### src/rtl/ram_stream_reader_if.sv
// Bundle of command, RAM and output-stream signals for ram_stream_reader.
// The master modport is the reader itself; slave is the surrounding system.
interface ram_stream_reader_if #(
  parameter int AW = 6,
  parameter int DW = 8
);
  logic          cmd_start;
  logic [AW-1:0] cmd_base;
  logic [AW:0]   cmd_len;

  logic [AW-1:0] ram_addr;
  logic          ram_we;
  logic [DW-1:0] ram_q;

  logic          m_valid;
  logic          m_ready;
  logic [DW-1:0] m_data;
  logic          m_last;

  logic          busy;
  logic          done;

  modport master (
    input  cmd_start, cmd_base, cmd_len, ram_q, m_ready,
    output ram_addr, ram_we, m_valid, m_data, m_last, busy, done
  );

  modport slave (
    output cmd_start, cmd_base, cmd_len, ram_q, m_ready,
    input  ram_addr, ram_we, m_valid, m_data, m_last, busy, done
  );
endinterface

### src/rtl/ram_stream_reader.sv
// Burst reader: fetches cmd_len bytes from a registered-address single-port RAM
// starting at cmd_base and streams them out through a 4-entry FIFO with valid/ready.
module ram_stream_reader #(
  parameter int AW = 6,
  parameter int DW = 8
) (
  input logic                 clk,
  input logic                 rst_n,
  ram_stream_reader_if.master bus
);
  typedef enum logic [1:0] {IDLE, READ, DRAIN} state_t;

  state_t        state_q, state_d;
  logic [AW:0]   len_q, issued_q, remain_q;
  logic [AW-1:0] addr_q;
  logic          v1_q, v2_q;       // read pipeline: address registered / RAM data valid
  logic [DW-1:0] fifo_mem [4];
  logic [1:0]    wr_ptr_q, rd_ptr_q;
  logic [2:0]    count_q;
  logic          done_q;

  logic       accept, zero_cmd, issue, push, pop, last_xfer;
  logic [2:0] pending;

  // The first address is issued on the accepting edge so data reaches the FIFO two
  // edges later and m_valid rises in cycle 3.
  assign accept    = (state_q == IDLE) && bus.cmd_start && (bus.cmd_len != '0);
  assign zero_cmd  = (state_q == IDLE) && bus.cmd_start && (bus.cmd_len == '0);
  assign pending   = count_q + 3'(v1_q) + 3'(v2_q);
  assign issue     = (state_q == READ) && (issued_q != len_q) && (pending < 3'd4);
  assign push      = v2_q;
  assign pop       = bus.m_valid && bus.m_ready;
  assign last_xfer = pop && bus.m_last;

  assign bus.ram_addr = addr_q;
  assign bus.ram_we   = 1'b0;
  assign bus.m_valid  = (count_q != 3'd0);
  assign bus.m_data   = bus.m_valid ? fifo_mem[rd_ptr_q] : '0;
  assign bus.m_last   = bus.m_valid && (remain_q == (AW+1)'(1));
  assign bus.busy     = (state_q != IDLE);
  assign bus.done     = done_q;

  // NOTE: every always_comb output gets a default first so no path can infer a latch.
  always_comb begin
    state_d = state_q;
    unique case (state_q)
      IDLE:    if (accept) state_d = READ;
      READ:    if (issued_q == len_q) state_d = DRAIN;
      DRAIN:   if (last_xfer) state_d = IDLE;
      default: state_d = IDLE;
    endcase
  end

  // NOTE: sequential state uses non-blocking assignments only, so every register
  // samples the pre-edge values of the others.
  always_ff @(posedge clk or negedge rst_n) begin
    if (!rst_n) begin
      state_q  <= IDLE;
      len_q    <= '0;
      issued_q <= '0;
      remain_q <= '0;
      addr_q   <= '0;
      v1_q     <= 1'b0;
      v2_q     <= 1'b0;
      wr_ptr_q <= '0;
      rd_ptr_q <= '0;
      count_q  <= '0;
      done_q   <= 1'b0;
    end else begin
      state_q <= state_d;
      done_q  <= zero_cmd || ((state_q == DRAIN) && last_xfer);
      v1_q    <= accept || issue;
      v2_q    <= v1_q;

      if (accept) begin
        len_q    <= bus.cmd_len;
        remain_q <= bus.cmd_len;
        issued_q <= (AW+1)'(1);
        addr_q   <= bus.cmd_base;
      end else begin
        if (issue) begin
          issued_q <= issued_q + (AW+1)'(1);
          addr_q   <= addr_q + AW'(1);
        end
        if (pop) remain_q <= remain_q - (AW+1)'(1);
      end

      if (push) wr_ptr_q <= wr_ptr_q + 2'd1;
      if (pop)  rd_ptr_q <= rd_ptr_q + 2'd1;
      unique case ({push, pop})
        2'b10:   count_q <= count_q + 3'd1;
        2'b01:   count_q <= count_q - 3'd1;
        default: count_q <= count_q;
      endcase
    end
  end

  // NOTE: FIFO storage is deliberately not reset; the count and pointers define
  // which entries are live, and m_data is masked while the FIFO is empty.
  always_ff @(posedge clk) begin
    if (push) fifo_mem[wr_ptr_q] <= bus.ram_q;
  end
endmodule

### src/flat_wrapper.sv
// flat-port wrapper written by rule: the top's interface ports become plain ports
module ram_stream_reader_flat 
#(
  parameter int AW = 6,
  parameter int DW = 8
)
  (clk, rst_n, bus_cmd_start, bus_cmd_base, bus_cmd_len, bus_ram_q, bus_m_ready, bus_ram_addr, bus_ram_we, bus_m_valid, bus_m_data, bus_m_last, bus_busy, bus_done);
  ram_stream_reader_if #(.AW(AW), .DW(DW)) bus_i ();
  input logic clk;
  input logic rst_n;
  input wire logic [$bits(bus_i.cmd_start)-1:0] bus_cmd_start;
  input wire logic [$bits(bus_i.cmd_base)-1:0] bus_cmd_base;
  input wire logic [$bits(bus_i.cmd_len)-1:0] bus_cmd_len;
  input wire logic [$bits(bus_i.ram_q)-1:0] bus_ram_q;
  input wire logic [$bits(bus_i.m_ready)-1:0] bus_m_ready;
  output wire logic [$bits(bus_i.ram_addr)-1:0] bus_ram_addr;
  output wire logic [$bits(bus_i.ram_we)-1:0] bus_ram_we;
  output wire logic [$bits(bus_i.m_valid)-1:0] bus_m_valid;
  output wire logic [$bits(bus_i.m_data)-1:0] bus_m_data;
  output wire logic [$bits(bus_i.m_last)-1:0] bus_m_last;
  output wire logic [$bits(bus_i.busy)-1:0] bus_busy;
  output wire logic [$bits(bus_i.done)-1:0] bus_done;
  assign bus_i.cmd_start = bus_cmd_start;
  assign bus_i.cmd_base = bus_cmd_base;
  assign bus_i.cmd_len = bus_cmd_len;
  assign bus_i.ram_q = bus_ram_q;
  assign bus_i.m_ready = bus_m_ready;
  assign bus_ram_addr = bus_i.ram_addr;
  assign bus_ram_we = bus_i.ram_we;
  assign bus_m_valid = bus_i.m_valid;
  assign bus_m_data = bus_i.m_data;
  assign bus_m_last = bus_i.m_last;
  assign bus_busy = bus_i.busy;
  assign bus_done = bus_i.done;
  ram_stream_reader #(.AW(AW), .DW(DW)) u_core (.clk(clk), .rst_n(rst_n), .bus(bus_i));
endmodule
### config.mk
export PLATFORM = sky130hd
export DESIGN_NAME = ram_stream_reader_flat
export DESIGN_NICKNAME = d
export VERILOG_FILES = /design/src/rtl/ram_stream_reader_if.sv /design/src/rtl/ram_stream_reader.sv /design/src/flat_wrapper.sv
export SDC_FILE = /design/constraint.sdc
export NUM_CORES = 1
export LEC_CHECK = 0
export BUFFER_PORTS_ARGS = -buffer_cell sky130_fd_sc_hd__buf_2
export CORE_AREA = 5 5 94 96
export DETAILED_ROUTE_END_ITERATION = 16
export DIE_AREA = 0 0 99 101
export GPL_ROUTABILITY_DRIVEN = 0
export SETUP_SLACK_MARGIN = 0.1
export SYNTH_ARGS = -nofsm -noshare
export SYNTH_HDL_FRONTEND = slang
export SYNTH_SLANG_ARGS = --single-unit
### constraint.sdc
create_clock -name clk -period 2.6 [get_ports clk]
set_clock_uncertainty 0.05 [all_clocks]
set_input_delay 0.26 -clock clk [delete_from_list [all_inputs] [get_ports clk]]
set_output_delay 0.26 -clock clk [all_outputs]
set_load 0.05 [all_outputs]
After elaboration in Yosys (flattened, before gate mapping):

Memory sizes are Yosys's and may differ from the RTL's.
Cells that the tools add are included.

* bits in writable memories: 32
* bits of input ports: 25
* flip-flop bits (word level): 39
* memories kept: 1

* magnitude comparators: 1
* mux-type cells: 14
* add/subtract/negate cells: 9
* equality and inequality tests: 10
* reduce and logical (&&, ||, !) cells: 20

Memory list
* u_core.fifo_mem: words 4, width 8, rd ports 1, clocked after memory_dff 0, write ports 1, RTL line ram_stream_reader.sv:17 `logic [DW-1:0] fifo_mem [4];`

Operators with widths (number)
* two-way mux 7 bit: 4
* two-way mux 6 bit: 2
* logical AND 1 bit: 9
* two-way mux 8 bit: 1
* nonzero test 2 bit: 4
* adder 7 x 1 -> 7 bit, second input constant: 1
* == test 7 x 1 -> 1 bit, second input constant: 1
* == test 7 bit: 1
* zero test 7 bit: 1
* != test 7 bit: 1
* nonzero test 7 bit: 1
* subtractor 7 x 1 -> 7 bit, second input constant: 1
* adder 3 x 1 -> 3 bit: 2
* adder 6 x 1 -> 6 bit, second input constant: 1
* two-way mux 2 bit: 3
* one-hot mux 2 bit (3 select lines): 1
* one-hot mux 3 bit (2 select lines): 1
* adder 2 x 1 -> 2 bit, second input constant: 2
* == test 2 x 1 -> 1 bit, second input constant: 2
* == test 2 bit, second input constant: 2
* != test 2 x 1 -> 1 bit, second input constant: 2
* adder 3 x 1 -> 3 bit, second input constant: 1
* less-than comparator 3 bit, second input constant: 1
* AND reduction 3 bit: 1
* other kinds (6): 8

Depth between registers and ports, before layout:

* word-level depth: 6
* gate-level depth with buffers: 8

Worst setup path after synthesis:

OpenSTA, ideal clock, no wires.

* path type: flip-flop to flip-flop
* start: register u_core.count_q[1]
* end: register u_core.count_q[1]
* path buffers: 0
* data arrival time: 1974 ps
* setup slack: 494 ps
* library setup time: 83 ps
* cell stages (with the launch flop): 7
* required time: 2467 ps
* cells stage by stage: dfrtp_1 > o31ai_1 > inv_2 > ha_1 > inv_1 > fa_1 > o21ai_0

* word-level cells in the longest chain between the ends: 4

Ends and longest elaborated chain
* start, declared: RTL line ram_stream_reader.sv:19 `logic [2:0] count_q;`
* start signal, assigned: RTL line ram_stream_reader.sv:91 `2'b10: count_q <= count_q + 3'd1;`
* start signal, assigned: RTL line ram_stream_reader.sv:92 `2'b01: count_q <= count_q - 3'd1;`
* start signal, assigned: RTL line ram_stream_reader.sv:93 `default: count_q <= count_q;`
* nonzero test 3 bit (*): RTL line ram_stream_reader.sv:37 `assign bus.m_valid = (count_q != 3'd0);`
* logical AND 1 bit (*): RTL line ram_stream_reader.sv:32 `assign pop = bus.m_valid && bus.m_ready;`
* via u_core.pop: RTL line ram_stream_reader.sv:22 `logic accept, zero_cmd, issue, push, pop, last_xfer;`
* == test 2 x 1 -> 1 bit / == test 2 bit (equally long branches): RTL line ram_stream_reader.sv:90 `unique case ({push, pop})`
* one-hot mux 3 bit (2 select lines) / nonzero test 2 bit (equally long branches)

The timed path passes the listed nets; every way through them passes the cells marked *.
A chain may end at the register's enable or synchronous reset.

Worst setup path in the final report:

* start: register u_core.rd_ptr_q[0]
* end: output port bus_m_data[3]

* word-level cells in the longest chain between the ends: 2

Ends and longest elaborated chain
* start, declared: RTL line ram_stream_reader.sv:18 `logic [1:0] wr_ptr_q, rd_ptr_q;`
* start signal, assigned: RTL line ram_stream_reader.sv:89 `if (pop) rd_ptr_q <= rd_ptr_q + 2'd1;`
* memory read (4 x 8 bit)
* two-way mux 8 bit: RTL line ram_stream_reader.sv:38 `assign bus.m_data = bus.m_valid ? fifo_mem[rd_ptr_q] : '0;`
* end, declared: RTL line flat_wrapper.sv:19 `output wire logic [$bits(bus_i.m_data)-1:0] bus_m_data;`

Every way passes these cells.

==> impl_metrics.tcl <==
set metrics [dict create \
    status "complete, but fails checks" \
    violations "hold timing" \
    synth_area_leader_cell "dfrtp_1" \
    synth_edf_count 32 \
    p_leak_nw 1.55 \
    htree_num_levels 3 \
    die_y_um 101 \
    cp_max_fo 6 \
    insertion_delay_ns 0.34 \
    setup_violations 0 \
    area_growth_pct 16.1 \
    syn-cell-area_um2 3220 \
    grt_pass1_vias 2026 \
    crit_arrival_ns 1.97 \
    fillers 723 \
    synth_top_family_by_area "simple AND/OR/NAND/NOR gates" \
    synth_area_per_cell_um2 12.2 \
    dr.pass1.iters 4 \
    synth-adder-area-share_pct 4.51 \
    drive_above_1_share_pct 23.3 \
    top_layer_used "met4" \
    grt_overflow_total 0 \
    die_area_um2 10000 \
    synthTopCellsByArea "dfrtp_1 30%, edfxtp_1 30%, mux4_2 5.6%" \
    maxCapViolCount 0 \
    synth_top_cell_area_share_pct 30.3 \
    cts_tree "built" \
    power.clock.fraction_pct 16.0 \
    synth.area.mux_share_pct 6.22 \
    die_w_um 99 \
    fmax_ghz 0.438 \
    synth_nets 299 \
    diodes 0 \
    worstPathRequired_ns 2.29 \
    tightest_slew_ns 0.889 \
    finalHoldViolCount 32 \
    postRouteAntennaNets 0 \
    rows 33 \
    slew_headroom_pct 40.8 \
    ys_seq_area_share_pct 60.1 \
    whs_ns -0.0148 \
    vdd_drop_max_v 0.000456 \
    hold_buffers 0 \
    p_comb_share_pct 45.0 \
    post-route-drc-count 0 \
    clkTransAtPathRegs_ns 0.08 \
    wl_met3_um 266 \
    powerDensity_nw_per_um2 1330 \
    synth_compound_area_share_pct 7.38 \
    wl_met2_um 2750 \
    yosysMostFrequentCell "dfrtp_1" \
    grt_pass1_wl_um 10000 \
    swShare_pct 44.4 \
    vias_per_cell 4.83 \
    antenna_found_initial 0 \
    post-dp-hpwl_um 4210 \
    internal-power_w 0.00277 \
    wl_per_cell_um 14.2 \
    coreArea_um2 7970 \
    numPortBuffers 42 \
    post_cts_resized 0 \
    power.share.sequential_pct 39.0 \
    start_util_pct 40.4 \
    grt_max_degree 40 \
    gr-usage-all-layers_pct 13.0 \
    synth_warnings 0 \
    synthFlopType "dfrtp_1" \
    final_area_um2 3740 \
    vias 2037 \
    setup_tns_ns 0 \
    clk_path_buf_depth 2 \
    start_kind "register" \
    layout.nets 348 \
    dpl-instance-area_um2 3560 \
    postCtsSetupRepairBufs 0 \
    met1_length_um 2880 \
    layout.cells.non_filler 422 \
    switching_power_w 0.00222 \
    worst-setup-path-type "reg2out" \
    finalMaxSlewViolations 0 \
    ys_types 37 \
    synthTopCellsByCount "39 x dfrtp_1, 32 x edfxtp_1, 32 x nand2_1" \
    routed_wl_um 5990 \
    synth_seq_cells 71 \
    drt_iter0_drc 98 \
    synth_xor_area_share_pct 5.44 \
    cts_buffers 9 \
    dp_cells 406 \
    synth_async_sr_flop_share_pct 54.9 \
    hp-class "in2async" \
    cts.sinks 71 \
    postSynthCellCount 263 \
    final_util_pct 46.9 \
    crit_path_end_kind "primary output" \
    period_minus_slack_ns 2.28 \
    period_share_pct 87.8 \
    cts-root-buf "clkbuf_8" \
    synth-simple-area-share_pct 13.3 \
    p_total_w 0.00499 \
    rsz0062_at_grt "false" \
    io_pins 44 \
]
-- worst paths after layout --
| check | from | slack [ns] | cells after the start | to |
|---|---|---|---|---|
| worst max-delay path | u_core.rd_ptr_q[0]$_DFFE_PN0P_ | 0.32 | 4 | bus_m_data[3] |
| worst min-delay path | rst_n | -0.01 | 1 | u_core.bus.ram_addr[4]$_DFFE_PN0P_ |
| worst min register to register | u_core.v1_q$_DFF_PN0_ | 0.38 | 0 | u_core.push$_DFF_PN0_ |
| min in group clk | bus_ram_q[1] | 0.08 | 1 | u_core.fifo_mem[1][1]$_DFFE_PP_ |
| max in group asynchronous | rst_n | 1.96 | 1 | u_core.state_q[0]$_DFFE_PN0P_ |
| worst max register to register | u_core.push$_DFF_PN0_ | 0.34 | 7 | u_core.issued_q[5]$_DFFE_PN0P_ |
-- state kept, by name (all words and copies together), names as in the netlist --
signal,count
u_core.wr_ptr_q,2
u_core.v1_q,1
u_core.fifo_mem,32
u_core.remain_q,7
u_core.state_q,2
u_core.len_q,7
u_core.count_q,3
u_core.push,1
u_core.issued_q,7
u_core.bus.done,1
u_core.rd_ptr_q,2
u_core.bus.ram_addr,6
-- power groups by stage --
stage	Clock (W)	Combinational, W	Sequential [W]
2_1_floorplan	0	0.00168	0.00202
4_1_cts	0.000831	0.00227	0.00196
3_5_place_dp	0	0.00226	0.00198
6_report	0.000799	0.00224	0.00195
5_1_grt	0.000883	0.00247	0.00201
3_3_place_gp	0	0.00223	0.00196
-- metal layers --
| layer | track usage, % | vias up |
|---|---|---|
| met4 | 5.67 | 0 |
| met2 | 19.5 | 35 |
| li1 | - | 1030 |
| met1 | 17.7 | 963 |
| met5 | 0 | - |
| met3 | 3.74 | 9 |
-- through the flow --
stage	setup WS, ns	hold slack, ns
2_1_floorplan	0.494	-0.0856
4_1_cts	0.261	0.0117
6_report	0.318	-0.0148
3_5_place_dp	0.348	0.359
5_1_grt	0.203	0.0479
3_3_place_gp	0.405	0.351
-- cell families (layout without fill, tap and decap cells) --
group,Yosys count,after routing
flip-flops,71,71
XOR/XNOR,20,20
AND/OR/NAND/NOR,89,89
adder cells (fa/ha/maj),11,11
other,1,1
AO/OA/AOI/OAI,38,38
buffers and inverters,23,77
multiplexers,10,10
-- critical path, cell delays in order (launching register included) --
cell and delay [ns]:
dfrtp_1 0.53, buf_4 0.24, mux4_2 0.51, nor2b_1 0.14, buf_2 0.21
-- layout make-up --
cell class              instances  area [um^2]  area share [%]
flip-flops and latches         71         1940            51.8
multi-input cells             169         1190            31.8
repair buffers                 47          248            6.62
well taps                     105          131            3.51
clock buffers                   9          124            3.31
clock inverters                 7         57.6            1.54
inverters                      14         52.6            1.41
-- layout by cell type, fill, tap and decap left out, drive strengths merged, types with 2 or more instances in the layout --
master	n
clkbuf	9
dfrtp	39
clkinv	2
xor2	7
nor4	3
a31oi	4
mux2i	2
o211ai	3
nor2b	9
nor2	14
inv	16
edfxtp	32
o21ai	16
ha	10
and3	2
nor3	4
or4	2
clkinvlp	3
or3	5
buf	47
nand2b	2
nand3	10
and2	4
xnor2	13
mux4	8
o31ai	5
a21oi	6
nand2	32
Power figures use the tool's default switching activity.
